### src/rtl/pcpu_pipe_pkg.sv
// Shared definitions for the PCPU pipeline-stage registers: occupancy encoding,
// control-bit positions and default payload widths per stage boundary.
package pcpu_pipe_pkg;

    typedef enum logic [1:0] {
        ST_EMPTY = 2'd0,
        ST_ONE   = 2'd1,
        ST_TWO   = 2'd2
    } occ_state_t;

    localparam int CTRL_WMEM  = 0;
    localparam int CTRL_WREG  = 1;
    localparam int CTRL_RMEM  = 2;
    localparam int CTRL_M2REG = 3;

    // pc + inst + alu_out + store data + dest reg
    localparam int EXMEM_DATA_W = 32 + 32 + 32 + 32 + 5;

endpackage

### src/rtl/pipe_skid_slot.sv
// One valid+ctrl+data holding register; 1-cycle load, clear wins over load.
// Clear drops valid and ctrl but keeps data; only reset zeroes the payload.
module pipe_skid_slot #(
    parameter int CTRL_W = 4,
    parameter int DATA_W = 128
) (
    input  logic              clk,
    input  logic              rst,
    input  logic              clr,
    input  logic              load,
    input  logic [CTRL_W-1:0] ld_ctrl,
    input  logic [DATA_W-1:0] ld_data,
    output logic              vld,
    output logic [CTRL_W-1:0] ctrl,
    output logic [DATA_W-1:0] data
);

    always_ff @(posedge clk) begin
        if (rst) begin
            vld  <= 1'b0;
            ctrl <= '0;
            data <= '0;
        end else if (clr) begin
            vld  <= 1'b0;
            ctrl <= '0;
        end else if (load) begin
            vld  <= 1'b1;
            ctrl <= ld_ctrl;
            data <= ld_data;
        end
    end

endmodule

### src/rtl/pipe_stage_reg.sv
// Elastic pipeline-stage register: 1-cycle latency, valid/ready on both sides,
// optional two-entry skid (registered in_ready) and flush that squashes held entries.
module pipe_stage_reg
    import pcpu_pipe_pkg::*;
#(
    parameter int DATA_W = 128,
    parameter int CTRL_W = 4,
    parameter int SKID   = 1,
    parameter int CNT_W  = 16
) (
    input  logic              clk,
    input  logic              rst,
    input  logic              flush,
    input  logic              in_valid,
    output logic              in_ready,
    input  logic [CTRL_W-1:0] in_ctrl,
    input  logic [DATA_W-1:0] in_data,
    output logic              out_valid,
    input  logic              out_ready,
    output logic [CTRL_W-1:0] out_ctrl,
    output logic [DATA_W-1:0] out_data,
    output logic [1:0]        occupancy,
    output logic [CNT_W-1:0]  stall_cnt
);

    logic              take;
    logic              consume;
    logic              main_load;
    logic              main_clr;
    logic [CTRL_W-1:0] main_ld_ctrl;
    logic [DATA_W-1:0] main_ld_data;

    // An input offered during a flush is discarded even if in_ready is high.
    assign take    = in_valid & in_ready & ~flush;
    assign consume = out_valid & out_ready;

    pipe_skid_slot #(
        .CTRL_W (CTRL_W),
        .DATA_W (DATA_W)
    ) u_main (
        .clk     (clk),
        .rst     (rst),
        .clr     (main_clr),
        .load    (main_load),
        .ld_ctrl (main_ld_ctrl),
        .ld_data (main_ld_data),
        .vld     (out_valid),
        .ctrl    (out_ctrl),
        .data    (out_data)
    );

    generate
        if (SKID != 0) begin : g_skid
            occ_state_t        state;
            occ_state_t        state_nxt;
            logic              rdy_q;
            logic              skid_load;
            logic              skid_clr;
            logic              main_from_skid;
            logic              skid_vld;
            logic [CTRL_W-1:0] skid_ctrl;
            logic [DATA_W-1:0] skid_data;

            always_comb begin
                state_nxt      = state;
                main_load      = 1'b0;
                main_clr       = 1'b0;
                skid_load      = 1'b0;
                skid_clr       = 1'b0;
                main_from_skid = 1'b0;
                if (flush) begin
                    main_clr  = 1'b1;
                    skid_clr  = 1'b1;
                    state_nxt = ST_EMPTY;
                end else begin
                    case (state)
                        ST_EMPTY: begin
                            if (take) begin
                                main_load = 1'b1;
                                state_nxt = ST_ONE;
                            end
                        end
                        ST_ONE: begin
                            if (take && !consume) begin
                                skid_load = 1'b1;
                                state_nxt = ST_TWO;
                            end else if (take) begin
                                main_load = 1'b1;
                            end else if (consume) begin
                                main_clr  = 1'b1;
                                state_nxt = ST_EMPTY;
                            end
                        end
                        ST_TWO: begin
                            if (consume) begin
                                main_load      = 1'b1;
                                main_from_skid = 1'b1;
                                skid_clr       = 1'b1;
                                state_nxt      = ST_ONE;
                            end
                        end
                        default: begin
                            main_clr  = 1'b1;
                            skid_clr  = 1'b1;
                            state_nxt = ST_EMPTY;
                        end
                    endcase
                end
            end

            // in_ready is a flop so out_ready never reaches it combinationally.
            always_ff @(posedge clk) begin
                if (rst) begin
                    state <= ST_EMPTY;
                    rdy_q <= 1'b0;
                end else begin
                    state <= state_nxt;
                    rdy_q <= (state_nxt != ST_TWO);
                end
            end

            pipe_skid_slot #(
                .CTRL_W (CTRL_W),
                .DATA_W (DATA_W)
            ) u_skid (
                .clk     (clk),
                .rst     (rst),
                .clr     (skid_clr),
                .load    (skid_load),
                .ld_ctrl (in_ctrl),
                .ld_data (in_data),
                .vld     (skid_vld),
                .ctrl    (skid_ctrl),
                .data    (skid_data)
            );

            assign main_ld_ctrl = main_from_skid ? skid_ctrl : in_ctrl;
            assign main_ld_data = main_from_skid ? skid_data : in_data;
            assign in_ready     = rdy_q;
            assign occupancy    = {state[1], state[0] & ~skid_vld | state[0]};
        end else begin : g_single
            assign in_ready     = ~out_valid | out_ready;
            assign main_load    = take;
            assign main_clr     = flush | (consume & ~take);
            assign main_ld_ctrl = in_ctrl;
            assign main_ld_data = in_data;
            assign occupancy    = {1'b0, out_valid};
        end
    endgenerate

    always_ff @(posedge clk) begin
        if (rst) begin
            stall_cnt <= '0;
        end else if (out_valid && !out_ready && (stall_cnt != {CNT_W{1'b1}})) begin
            stall_cnt <= stall_cnt + CNT_W'(1);
        end
    end

endmodule

### config.mk
export PLATFORM = sky130hd
export DESIGN_NAME = pipe_stage_reg
export DESIGN_NICKNAME = d
export VERILOG_FILES = /design/src/rtl/pcpu_pipe_pkg.sv /design/src/rtl/pipe_skid_slot.sv /design/src/rtl/pipe_stage_reg.sv
export SDC_FILE = /design/constraint.sdc
export NUM_CORES = 1
export LEC_CHECK = 0
export ABC_AREA = 1
export BUFFER_PORTS_ARGS = -buffer_cell sky130_fd_sc_hd__buf_4
export CORE_MARGIN = 8
export CORE_UTILIZATION = 35
export DETAILED_ROUTE_END_ITERATION = 10
export SYNTH_ARGS = -nofsm -noshare
export SYNTH_HDL_FRONTEND = slang
export SYNTH_SLANG_ARGS = --single-unit
### constraint.sdc
create_clock -name clk -period 1.7 [get_ports clk]
set_input_delay 0.085 -clock clk [delete_from_list [all_inputs] [get_ports clk]]
set_output_delay 0.085 -clock clk [all_outputs]
set_load 0.03 [all_outputs]
After elaboration in Yosys (flattened, before gate mapping)
Index checks and enable logic that the tools add are counted.

Add/sub/neg operators: 1. Eq/ne operators: 4. Multiplexer cells: 25. Bitwise logic cells: 9. Reduce and logical (&&, ||, !) cells: 12.

Operators by type and width (count): $mux 128 (1); $add 16x1->16 const B (1); $ne 16x16->1 const B (1); $mux 1 (13); $mux 2 (6); $reduce_or 2->1 (4); $pmux 2 s3 (1); $and 1x1->1 (4); $mux 4 (1); $not 1->1 (4); $pmux 1 s2 (2); $reduce_and 2->1 (2); $logic_and 1x1->1 (3); $pmux 1 s3 (1); $eq 2x1->1 const B (1); $eq 2x2->1 const B (1); $logic_not 1->1 (2); $logic_not 2->1 (1); $ne 2x2->1 const B (1); $or 1x1->1 (1).

Bits in registers: 285. Input bits: 137. Output and inout port bits: 152. Logic and storage cells: 60.

Logic depth before layout (Yosys ltp)
Gate-level depths: netlist of run 1.

Word-level depth: 8. Depth in mapped cells: 10. Gate-level depth less buffers: 9.

Modules after synthesis
From an unflattened synthesis of run 1, not the netlist that was laid out.

Cell total of the unflattened synthesis: 2025. Area, all modules: 14259.9 sq um.

Modules (own cells, without submodules): pipe_skid_slot (instances 2, cells each 849, area an instance 5619.1 sq um, seq. area each 2662.6 sq um); pipe_stage_reg (instances 1, cells each 327, area an instance 3021.6 sq um, seq. area each 380.4 sq um).

Worst setup path after synthesis of run 1
OpenSTA, ideal clock, no wires.

Kind: register to register. Start point: register u_main.vld. End point: register u_main.data[107]. Library setup time: 0.117 ns. Data arrival time: 1.770 ns. Required time: 1.583 ns. Path slack: -0.187 ns. Cell stages (with the launch flop): 10. Buffers on the path: 2. Clock period less this slack: 1.887 ns. Path through: dfxtp_1 > nand2_1 > nor3_4 > nand2_2 > nand2_2 > inv_2 > buf_2 > buf_1 > nor2_1 > nor2_1.

Word-level cells in the longest chain between the ends: 8. Elaborated cells on any way between the ends: 16. Those cells by class: mux: 11; bitwise: 2; reduce/logical: 3.

Ends and longest elaborated chain: from (decl) (line pipe_skid_slot.sv:13) `output logic vld,`; from (signal assigned) (line pipe_skid_slot.sv:20) `vld <= 1'b0;`; from (signal assigned) (line pipe_skid_slot.sv:24) `vld <= 1'b0;`; from (signal assigned) (line pipe_skid_slot.sv:27) `vld <= 1'b1;`; $and 1x1->1 (*) (line pipe_stage_reg.sv:35) `assign consume = out_valid & out_ready;`; $mux 1 / $logic_not 1->1 (equally long branches) (line pipe_stage_reg.sv:89, pipe_stage_reg.sv:95, pipe_stage_reg.sv:84); $mux 1 / $logic_and 1x1->1 (equally long branches) (line pipe_stage_reg.sv:87, pipe_stage_reg.sv:84); $mux 1 (line pipe_stage_reg.sv:84) `if (take && !consume) begin`; $pmux 1 s2 (line pipe_stage_reg.sv:76) `case (state)`; $mux 1 (line pipe_stage_reg.sv:71) `if (flush) begin`; $not 1->1 (no line); $reduce_and 2->1 (no line); to (signal assigned) (line pipe_skid_slot.sv:29) `data <= ld_data;`; to (decl) (line pipe_skid_slot.sv:15) `output logic [DATA_W-1:0] data`.

Mark *: on every way between the ends. The rest lies on a longest branch, timed or not. A chain may end at the register's enable or synchronous reset.

Worst setup path after layout of run 1
Start point: input port flush. End point: register g_skid.u_skid.data[89].

Word-level cells in the longest chain between the ends: 7. Elaborated cells on any way between the ends: 9. Those cells by class: mux: 4; bitwise: 3; reduce/logical: 2.

Ends and longest elaborated chain: from (decl) (line pipe_stage_reg.sv:13) `input logic flush,`; $not 1->1 (line pipe_stage_reg.sv:34) `assign take = in_valid & in_ready & ~flush;`; $and 1x1->1 (line pipe_stage_reg.sv:34); $logic_and 1x1->1 (line pipe_stage_reg.sv:84); $mux 1 (line pipe_stage_reg.sv:84); $mux 1 (line pipe_stage_reg.sv:76); $mux 1 (line pipe_stage_reg.sv:71); $reduce_and 2->1 (no line) (*); to (signal assigned) (line pipe_skid_slot.sv:29); to (decl) (line pipe_skid_slot.sv:15).

Marks and branches as above.

==> results of run 1 <==
## synth_stat cells
| master | count | share of area |
|---|---|---|
| a211oi_1 | 1 | 0.00064 |
| clkbuf_1 | 101 | 0.032 |
| buf_1 | 4 | 0.0013 |
| nand3_1 | 108 | 0.046 |
| xor2_1 | 4 | 0.0030 |
| inv_1 | 53 | 0.017 |
| nor2_1 | 473 | 0.15 |
| xnor2_1 | 2 | 0.0015 |
| nand3b_1 | 1 | 0.00064 |
| a21oi_1 | 56 | 0.024 |
| dfxtp_1 | 284 | 0.48 |
| nor3_2 | 1 | 0.00085 |
| nand2_2 | 2 | 0.0011 |
| buf_2 | 21 | 0.0089 |
| o21ai_1 | 39 | 0.017 |
| nor3b_1 | 1 | 0.00064 |
| ha_1 | 1 | 0.0011 |
| nor3_4 | 1 | 0.0014 |
| inv_2 | 4 | 0.0013 |
| buf_4 | 1 | 0.00064 |
| o21ai_0 | 261 | 0.11 |
| nand4_1 | 6 | 0.0032 |
| nand2_1 | 290 | 0.093 |
| and2_1 | 1 | 0.00053 |
## metrics by stage
| stage | instances | power (mW) |
|---|---|---|
| after detailed placement | 2378 | 8.67 |
| after global routing | 2577 | 15.9 |
| after CTS | 2567 | 15.5 |
| after floorplan | 1716 | 7.88 |
| final | 2577 | 15.3 |
| after global placement | 2378 | 8.66 |
## per-layer routing
layer | part of all wire | global-route usage | vias up
met2 | 0.46 | 0.327 | 381
met4 | 0.019 | 0.0469 | 2
li1 | - | - | 6310
met1 | 0.45 | 0.254 | 5847
met3 | 0.071 | 0.0367 | 57
met5 | 0.00023 | 0 | -
## registers in the layout, indices dropped and copies added (netlist names)
name / cells
u_main.data: 128
g_skid.state: 2
g_skid.u_skid.data: 128
g_skid.u_skid.ctrl: 4
stall_cnt: 16
in_ready: 1
u_main.vld: 1
u_main.ctrl: 4
## layout by cell type (no fill, tap or decap), types with 2 or more instances in the layout
master	netlist	layout
clkbuf_8	0	8
inv_6	0	2
dfxtp_2	0	2
nor2_1	473	467
nand2_1	290	288
nor2_2	0	5
nand2_8	0	2
clkbuf_16	0	38
nand3_1	108	108
buf_12	0	13
clkinv_2	0	4
clkbuf_1	101	10
o21ai_0	261	249
xor2_1	4	4
nand2_2	2	2
xnor2_1	2	2
dlygate4sd3_1	0	135
dfxtp_1	284	281
inv_1	53	52
nand4_1	6	6
nor3_4	1	2
a21oi_1	56	56
buf_16	0	7
buf_6	0	2
buf_4	1	322
o21ai_1	39	50
## cells by family after synthesis
logic type	count (synthesis)
compound gates	357
fa+ha+maj	1
flops	284
xor+xnor	6
buf+inv	184
simple gates	884
## worst max-delay path by stage
stage,start,endpoint,slack [ns],cells past startpoint
floorplan,in_ready,u_main.data[107],-0.0001,9
global placement,stall_cnt[0],stall_cnt[15],-0.24,9
detailed placement,stall_cnt[0],stall_cnt[13],-0.23,9
CTS,in_ready,g_skid.u_skid.data[47],-0.02,7
global route,stall_cnt[1],stall_cnt[5],-0.02,9
finish,flush,g_skid.u_skid.data[89],0.07,11
## power by group through the flow
stage | Sequential, mW | Combinational [mW] | Clock [mW]
after floorplan | 7.38 | 0.500 | 0
after global placement | 7.08 | 1.58 | 0
after detailed placement | 7.08 | 1.59 | 0
after CTS | 6.94 | 1.85 | 6.69
after global routing | 6.96 | 2.02 | 6.93
final | 6.94 | 1.87 | 6.53
## cell type report
cell class / count / area, um^2
clock buffer: 49 / 923
clock inverter: 4 / 45.0
fill: 3141 / 16000
inverter: 57 / 228
multi-input combinational: 1248 / 5420
sequential: 284 / 5690
tap: 448 / 561
timing repair buffer: 487 / 4430
## what timing repair did
item / in CTS / in global routing
pin swaps: 2 / 2
setup buffers: 0 / 3
gates cloned: 1 / 7
hold buffers: 135 / 0
resized for setup: 5 / 36
hold endpoints to repair: 279 / 0
setup endpoints to repair: 149 / 255
## worst max-delay path: cells and delay by family
| kind | cells | cell delay [ns] |
|---|---|---|
| buffers and inverters | 7 | 1.41 |
| AND/OR/NAND/NOR | 2 | 0.33 |
| AO/OA/AOI/OAI | 2 | 0.23 |
==> metrics.yaml, run 1 <==
dp_hpwl_um: 24300
hold_start: "in_valid"
chipWidth_um: 199
synthAdderAreaFrac: 0.00106
rsz0062_at_grt: "true"
pwr-share-clk: 0.426
nNetsFinal: 2247
synth_fp_nets: 1854
yosys.area_share.simple: 0.298
worstSetupStartpointType: "input port"
numCtsBuffers: 31
grt_max_degree: 97
finalCriticalPeriod_ns: 1.63
r2r-start: "in_ready"
num_rows: 67
synth_xor_xnor_area_share: 0.00447
antenna_found_initial: 1
vias_per_cell: 4.89
avgSynthCellArea_um2: 6.85
p_leak_nw: 7.99
worstPathArrival_ns: 2.07
chipHeight_um: 199
cts_sinks: 284
floorplan.initialDensity: 0.353
crit_path_end_kind: "flop"
net-switching-power_mw: 3.84
clock_skew_ns: 0.00611
drive_gt1_frac: 0.196
synth_cell_type_count: 24
holdPathStages: 6
timing.hold.ws_ns: 0.138
p_int_mw: 11.5
clk_pin_slew_ns: 0.06
ff2ff_path_depth: 8
finalMaxSlewViolations: 0
place_congestion: 0.796
hold_end: "g_skid.state[0]"
synth-compound-area-share: 0.152
synth_mux_area_frac: 0
routed-via-count: 12600
drc_errors: 0
setup-tns-final_ns: 0
pre_cts_ws_ns: -0.233
cts_tree: "yes"
setup_viol: 0
slowest_stage: "dlygate4sd3_1"
power_frac_comb: 0.122
required_ns: 2.14
drtIter0Drc: 619
grt.total_usage: 0.195
io_pins: 289
p_sw_frac: 0.250
path_cells: "dlygate4sd3_1 -> buf_4 -> clkinv_2 -> nand3_1 -> buf_4 -> nor3_4 -> buf_12 -> inv_6 -> buf_12 -> o21ai_0 -> a21oi_1"
ir_drop_v: 0.000706
crit_path_max_fanout: 58
area_growth_pct: 47.1
yosysWarnings: 0
grt_pass1_wl_um: 64100
io_buffers: 288
postPlaceCellArea_um2: 14600
dr.pass1.iters: 8
final_util: 0.520
setup.worst_path.class: "in2reg"
grt.overflow.total: 0
clock-root-buffer: "clkbuf_16"
p_seq_frac: 0.453
tightest_slew_ns: 0.548
cts.path.max_buffers: 3
hp-class: "in2reg"
fin_ws_ns: 0.0675
insertion_delay_ns: 0.55
die_area_um2: 39700
detail_route.wl_per_cell_um: 16.6
powerDensity_nw_per_um2: 886
synth-seq-area-share: 0.483
wl_um: 42700
synth_top_family_by_area: "simple AND/OR/NAND/NOR gates"
slowest_delay_ns: 0.53
hold_viol: 0
syn_area_um2: 11800
r2r_slack_ns: 0.07
fmax_mhz: 613
ant_nets: 0
ys_ff_latch: 284
fin_area_um2: 17300
diodes: 0
rr_endpoint: "g_skid.u_skid.data[89]"
cts_htree_levels: 1
cap_violations: 0
netlist_instances: 1716
outcome: "completed"
slew_headroom: 0.635
grt_pass1_vias: 12100
period_share: 0.960
core_um2: 33300
Note: power is estimated with default switching activity, not from simulation.
==> inputs of run 2 (changes only) <==
CORE_ASPECT_RATIO = 0.6   (was default)
CORE_MARGIN = default   (was 8)
==> metrics.yaml, run 2 (same netlist as run 1, synthesis figures left out) <==
crit_path_end_kind: "flop"  # unchanged
hold_start: "in_valid"  # unchanged
num_rows: 51  # was 67
hold_end: "g_skid.state[0]"  # unchanged
ff2ff_path_depth: 9  # was 8
drive_gt1_frac: 0.211  # was 0.196
cap_violations: 0  # unchanged
drc_errors: 0  # unchanged
postPlaceCellArea_um2: 14600  # about the same
rr_endpoint: "g_skid.u_skid.data[43]"  # was g_skid.u_skid.data[89]
drtIter0Drc: 990  # was 619
core_um2: 32700  # was 33300 um^2
finalMaxSlewViolations: 0  # unchanged
numCtsBuffers: 29  # was 31
area_growth_pct: 49.1  # was 47.1%
clk_pin_slew_ns: 0.06  # about the same
p_leak_nw: 8.04  # was 7.99 nW
rsz0062_at_grt: "true"  # unchanged
finalCriticalPeriod_ns: 1.67  # was 1.63 ns
r2r_slack_ns: 0.03  # was 0.07 ns
crit_path_max_fanout: 9  # was 58
cts_tree: "yes"  # unchanged
hp-class: "in2reg"  # unchanged
grt_max_degree: 94  # was 97
antenna_found_initial: 5  # was 1
chipWidth_um: 239  # was 199 um
ir_drop_v: 0.000709  # was 0.000706 V
grt.overflow.total: 0  # unchanged
reg_top3: "g_skid.u_skid.data: 128 flops, u_main.data: 128 flops, stall_cnt: 16 flops"  # unchanged
final_common_cell: "nor2_1"  # unchanged
grtUsageMet2: 0.332  # was 0.327
finalNonFillerCells: 2590  # was 2577
top_usage_layer: "met2"  # unchanged
outcome: "finished with violations"  # was completed
worstSetupStartpointType: "flop"  # was input port
grt.total_usage: 0.216  # was 0.195
r2r-start: "u_main.vld"  # was in_ready
grt_util_met1: 0.315  # was 0.254
clock_skew_ns: 0.0152  # was 0.00611 ns
vias_per_cell: 4.83  # was 4.89
cts_sinks: 284  # unchanged
cts_htree_levels: 1  # unchanged
cts.path.max_buffers: 3  # unchanged
timing.hold.ws_ns: -0.00791  # was 0.138 ns
violations: "negative hold slack"
io_pins: 289  # unchanged
ant_nets: 0  # unchanged
routed-via-count: 12500  # was 12.6k
nNetsFinal: 2253  # was 2247
use_met3: 0.0378  # was 0.0367
io_buffers: 288  # unchanged
period_share: 0.983  # was 0.960
powerDensity_nw_per_um2: 865  # was 886 nW/um^2
fmax_mhz: 598  # was 613 MHz
clock-root-buffer: "clkbuf_16"  # unchanged
insertion_delay_ns: 0.56  # was 0.55 ns
required_ns: 2.15  # was 2.14 ns
detail_route.wl_per_cell_um: 15.8  # was 16.6 um
placedCellCount: 2375  # was 2378
holdPathStages: 5  # was 6
grt_pass1_wl_um: 60600  # was 64100 um
layout_common_cells: "445 x nor2_1, 320 x buf_4, 287 x nand2_1"  # was 467 x nor2_1, 322 x buf_4, 288 x nand2_1
fillers: 3128  # was 3141
place_congestion: 0.836  # was 0.796
worstPathArrival_ns: 2.12  # was 2.07 ns
grt_pass1_vias: 11400  # was 12.1k
dp_hpwl_um: 24000  # was 24300 um
setup.worst_path.class: "reg2reg"  # was in2reg
slew_headroom: 0.653  # was 0.635
die_area_um2: 34400  # was 39700 um^2
tightest_slew_ns: 0.520  # was 0.548 ns
dr.pass1.iters: 6  # was 8
floorplan.initialDensity: 0.359  # was 0.353
wl_um: 41000  # was 42700 um
fin_area_um2: 17500  # was 17300 um^2
hold_viol: 1  # was 0
chipHeight_um: 144  # was 199 um
setup_viol: 0  # unchanged
## run 2: cell types whose count changed in the layout (fill, tap and decap cells not counted), sizes merged
cell,previous run,this run
diode,0,4
clkbuf,56,50
clkinv,4,10
buf,345,349
inv,56,57
nand2,292,293
bufinv,1,2
## run 2: area by class of cell
type                       count  area, um^2  share of cell area
tap                          450         563              0.0321
clock inverter                12         115             0.00656
antenna                        4        10.0            0.000571
clock buffer                  40         807              0.0460
sequential                   284        5690               0.325
multi-input combinational   1249        5570               0.318
timing repair buffer         494        4550               0.260
inverter                      57         228              0.0130
## run 2: worst max path at each step
stage | start | to | slack, ns | depth (start not counted)
floorplan | in_ready | u_main.data[107] | -0.0001 | 9
global placement | flush | u_main.ctrl[0] | -0.06 | 8
detailed placement | flush | u_main.ctrl[2] | -0.04 | 8
CTS | g_skid.state[1] | u_main.data[40] | -0.009 | 9
global route | u_main.vld | g_skid.u_skid.data[43] | -0.04 | 9
finish | u_main.vld | g_skid.u_skid.data[43] | 0.03 | 9
## run 2: through the flow
stage          setup TNS [ns]  power, mW  setup WS, ns  utilization  hold WS (ns)
3_5_place_dp           -0.125       8.65       -0.0399        0.447         0.324
2_1_floorplan        -0.00425       7.88     -0.000148            -         0.154
6_report                    0       15.2        0.0291        0.536      -0.00791
3_3_place_gp           -0.197       8.64       -0.0582        0.447         0.316
4_1_cts               -0.0221       15.3      -0.00934        0.516        0.0494
5_1_grt                -0.747       15.8       -0.0419        0.536        0.0292
## run 2: per-layer routing
metal	share of wire	wire, um	up-vias
li1	-	-	6316
met1	0.49	20100	5774
met2	0.44	17900	367
met3	0.059	2430	50
met4	0.014	565	2
met5	0.00024	10	-
## run 2: worst max-delay path: stages (launching register included)
cell and delay [ns]:
dfxtp_4 0.35, nand2_4 0.07, buf_6 0.11, nand2_4 0.06
nor3_4 0.32, clkinv_4 0.16, buf_12 0.17, buf_12 0.15
nor2_2 0.10, nor2_1 0.05
## run 2: power by group
group | internal (mW) | switching [mW] | total [mW]
Sequential | 6.83 | 0.107 | 6.94
Combinational | 0.852 | 1.04 | 1.89
Clock | 3.61 | 2.73 | 6.34
## run 2: timing repair
item,CTS,global route
endpoints found under the setup margin,11,263
endpoints found under the hold margin,280,0
hold buffers,135,0
gates resized for setup,1,77
setup buffers,0,12
pin swaps,2,4
cloned,0,12
==> inputs of run 3 (changes only) <==
clock period = 2.02 ns   (was 1.7 ns; I/O delays follow)
==> metrics.yaml, run 3 (same netlist as run 1, synthesis figures left out) <==
antenna_found_initial: 3  # was 5
slew_headroom: 0.584  # was 0.653
clock_skew_ns: 0.0259  # was 0.0152 ns
place_congestion: 0.795  # was 0.836
dr.pass1.iters: 5  # was 6
tightest_slew_ns: 0.624  # was 0.520 ns
floorplan.initialDensity: 0.359  # unchanged
crit_path_max_fanout: 95  # was 9
drc_errors: 0  # unchanged
cts.path.max_buffers: 3  # unchanged
finalCriticalPeriod_ns: 1.90  # was 1.67 ns
ff2ff_path_depth: 8  # was 9
outcome: "completed"  # was finished with violations
hp-class: "in2reg"  # unchanged
grt_max_degree: 96  # was 94
cap_violations: 0  # unchanged
grt.overflow.total: 0  # unchanged
chipWidth_um: 239  # unchanged
r2r_slack_ns: 0.12  # was 0.03 ns
die_area_um2: 34400  # unchanged
fin_ws_ns: 0.123  # was 0.0291 ns
clk_pin_slew_ns: 0.07  # was 0.06 ns
setup-tns-final_ns: 0  # unchanged
insertion_delay_ns: 0.56  # about the same
io_buffers: 288  # unchanged
p_leak_nw: 7.78  # was 8.04 nW
grtUsageMet2: 0.329  # was 0.332
grt_util_met1: 0.309  # was 0.315
setup.worst_path.class: "reg2reg"  # unchanged
vias_per_cell: 4.82  # was 4.83
grt_pass1_wl_um: 60000  # was 60600 um
holdPathStages: 5  # unchanged
worstPathArrival_ns: 2.39  # was 2.12 ns
clock-root-buffer: "clkbuf_16"  # unchanged
dp_hpwl_um: 23600  # was 24000 um
finalNonFillerCells: 2553  # was 2590
crit_path_end_kind: "flop"  # unchanged
use_met3: 0.0429  # was 0.0378
pre_cts_ws_ns: 0.00272  # was -0.0399 ns
worstSetupStartpointType: "flop"  # unchanged
routed-via-count: 12300  # was 12.5k
hold_end: "g_skid.state[0]"  # unchanged
fmax_mhz: 527  # was 598 MHz
hold_start: "in_valid"  # unchanged
io_pins: 289  # unchanged
cts_htree_levels: 1  # unchanged
period_share: 0.939  # was 0.983
core_um2: 32700  # unchanged
wl_um: 38300  # was 41000 um
drive_gt1_frac: 0.181  # was 0.211
layout_common_cells: "472 x nor2_1, 308 x buf_4, 290 x nand2_1"  # was 445 x nor2_1, 320 x buf_4, 287 x nand2_1
placedCellCount: 2362  # was 2375
ant_nets: 0  # unchanged
area_growth_pct: 43.4  # was 49.1%
reg_top3: "g_skid.u_skid.data: 128 flops, u_main.data: 128 flops, stall_cnt: 16 flops"  # unchanged
setup_viol: 0  # unchanged
cts_sinks: 284  # unchanged
ir_drop_v: 0.000614  # was 0.000709 V
drtIter0Drc: 789  # was 990
grt.total_usage: 0.215  # was 0.216
grt_pass1_vias: 11400  # about the same
finalMaxSlewViolations: 0  # unchanged
hold_viol: 0  # was 1
rr_endpoint: "u_main.data[9]"  # was g_skid.u_skid.data[43]
cts_tree: "yes"  # unchanged
required_ns: 2.52  # was 2.15 ns
final_common_cell: "nor2_1"  # unchanged
num_rows: 51  # unchanged
r2r-start: "u_main.vld"  # unchanged
detail_route.wl_per_cell_um: 15.0  # was 15.8 um
powerDensity_nw_per_um2: 782  # was 865 nW/um^2
top_usage_layer: "met2"  # unchanged
nNetsFinal: 2216  # was 2253
numCtsBuffers: 28  # was 29
chipHeight_um: 144  # unchanged
[run 3: changes by cell type in the layout (fill, tap and decap cells not counted), moves of 7 or more]
cell and change:
nor2_4 -13, buf_4 -12, nor2_1 +27, o21ai_1 -10, o21ai_0 +11, nor2_2 -14, buf_6 -7, clkbuf_16 -10
[run 3: critical path, cell delays in order, from the launching register on]
cell	delay, ns
dfxtp_1	0.33
nand2_1	0.16
nor3_4	0.31
buf_4	0.18
buf_12	0.33
nand3_1	0.15
nand2_1	0.11
nor2_1	0.04
nor2_1	0.12
[run 3: routing by layer]
layer | share of wire | up-vias
met5 | 0 | -
met4 | 0.021 | 0
met3 | 0.063 | 50
met2 | 0.43 | 354
met1 | 0.49 | 5656
li1 | - | 6252
[run 3: report_power, final]
part	total [mW]	switching, mW	internal (mW)
sequential	5.84	0.0910	5.75
clock	5.82	2.32	3.50
combinational	1.53	0.845	0.687
total	13.2	3.25	9.94
[run 3: timing repair]
| action | CTS | global route |
|---|---|---|
| hold buffers | 135 | 0 |
| endpoints found under the hold margin | 279 | 0 |
| gates resized for setup | 1 | 0 |
| endpoints found under the setup margin | 2 | 1 |
| pin swaps | 0 | 1 |
| buffers inserted | 0 | 1 |
[run 3: cell type report]
type | count | area, um^2
Sequential cell | 284 | 5690
Clock buffer | 37 | 786
Multi-Input combinational cell | 1248 | 5380
Timing Repair Buffer | 459 | 3980
Inverter | 57 | 225
Antenna cell | 3 | 7.51
Fill cell | 3137 | 15900
Tap cell | 450 | 563
Clock inverter | 15 | 229
[run 3: how the worst max path moves through the flow]
stage                       startpoint          endpoint  slack [ns]  cells after the start
after floorplan             u_main.vld  u_main.data[107]        0.13                      9
after global placement    stall_cnt[1]     stall_cnt[15]        0.01                      9
after detailed placement  stall_cnt[1]     stall_cnt[15]       0.003                      9
after CTS                   u_main.vld   u_main.data[65]        0.16                      9
after global routing        u_main.vld   u_main.data[80]       -0.01                      8
final                       u_main.vld    u_main.data[9]        0.12                      8
[run 3: metrics by stage]
step	power, mW	instance area (um^2)	util	hold slack, ns
floorplan	6.63	11800	-	0.170
CTS	13.3	16800	0.515	0.0772
finish	13.2	16900	0.515	0.118
global route	13.7	16900	0.515	0.129
detailed placement	7.27	14500	0.442	0.339
global placement	7.26	14500	0.442	0.333
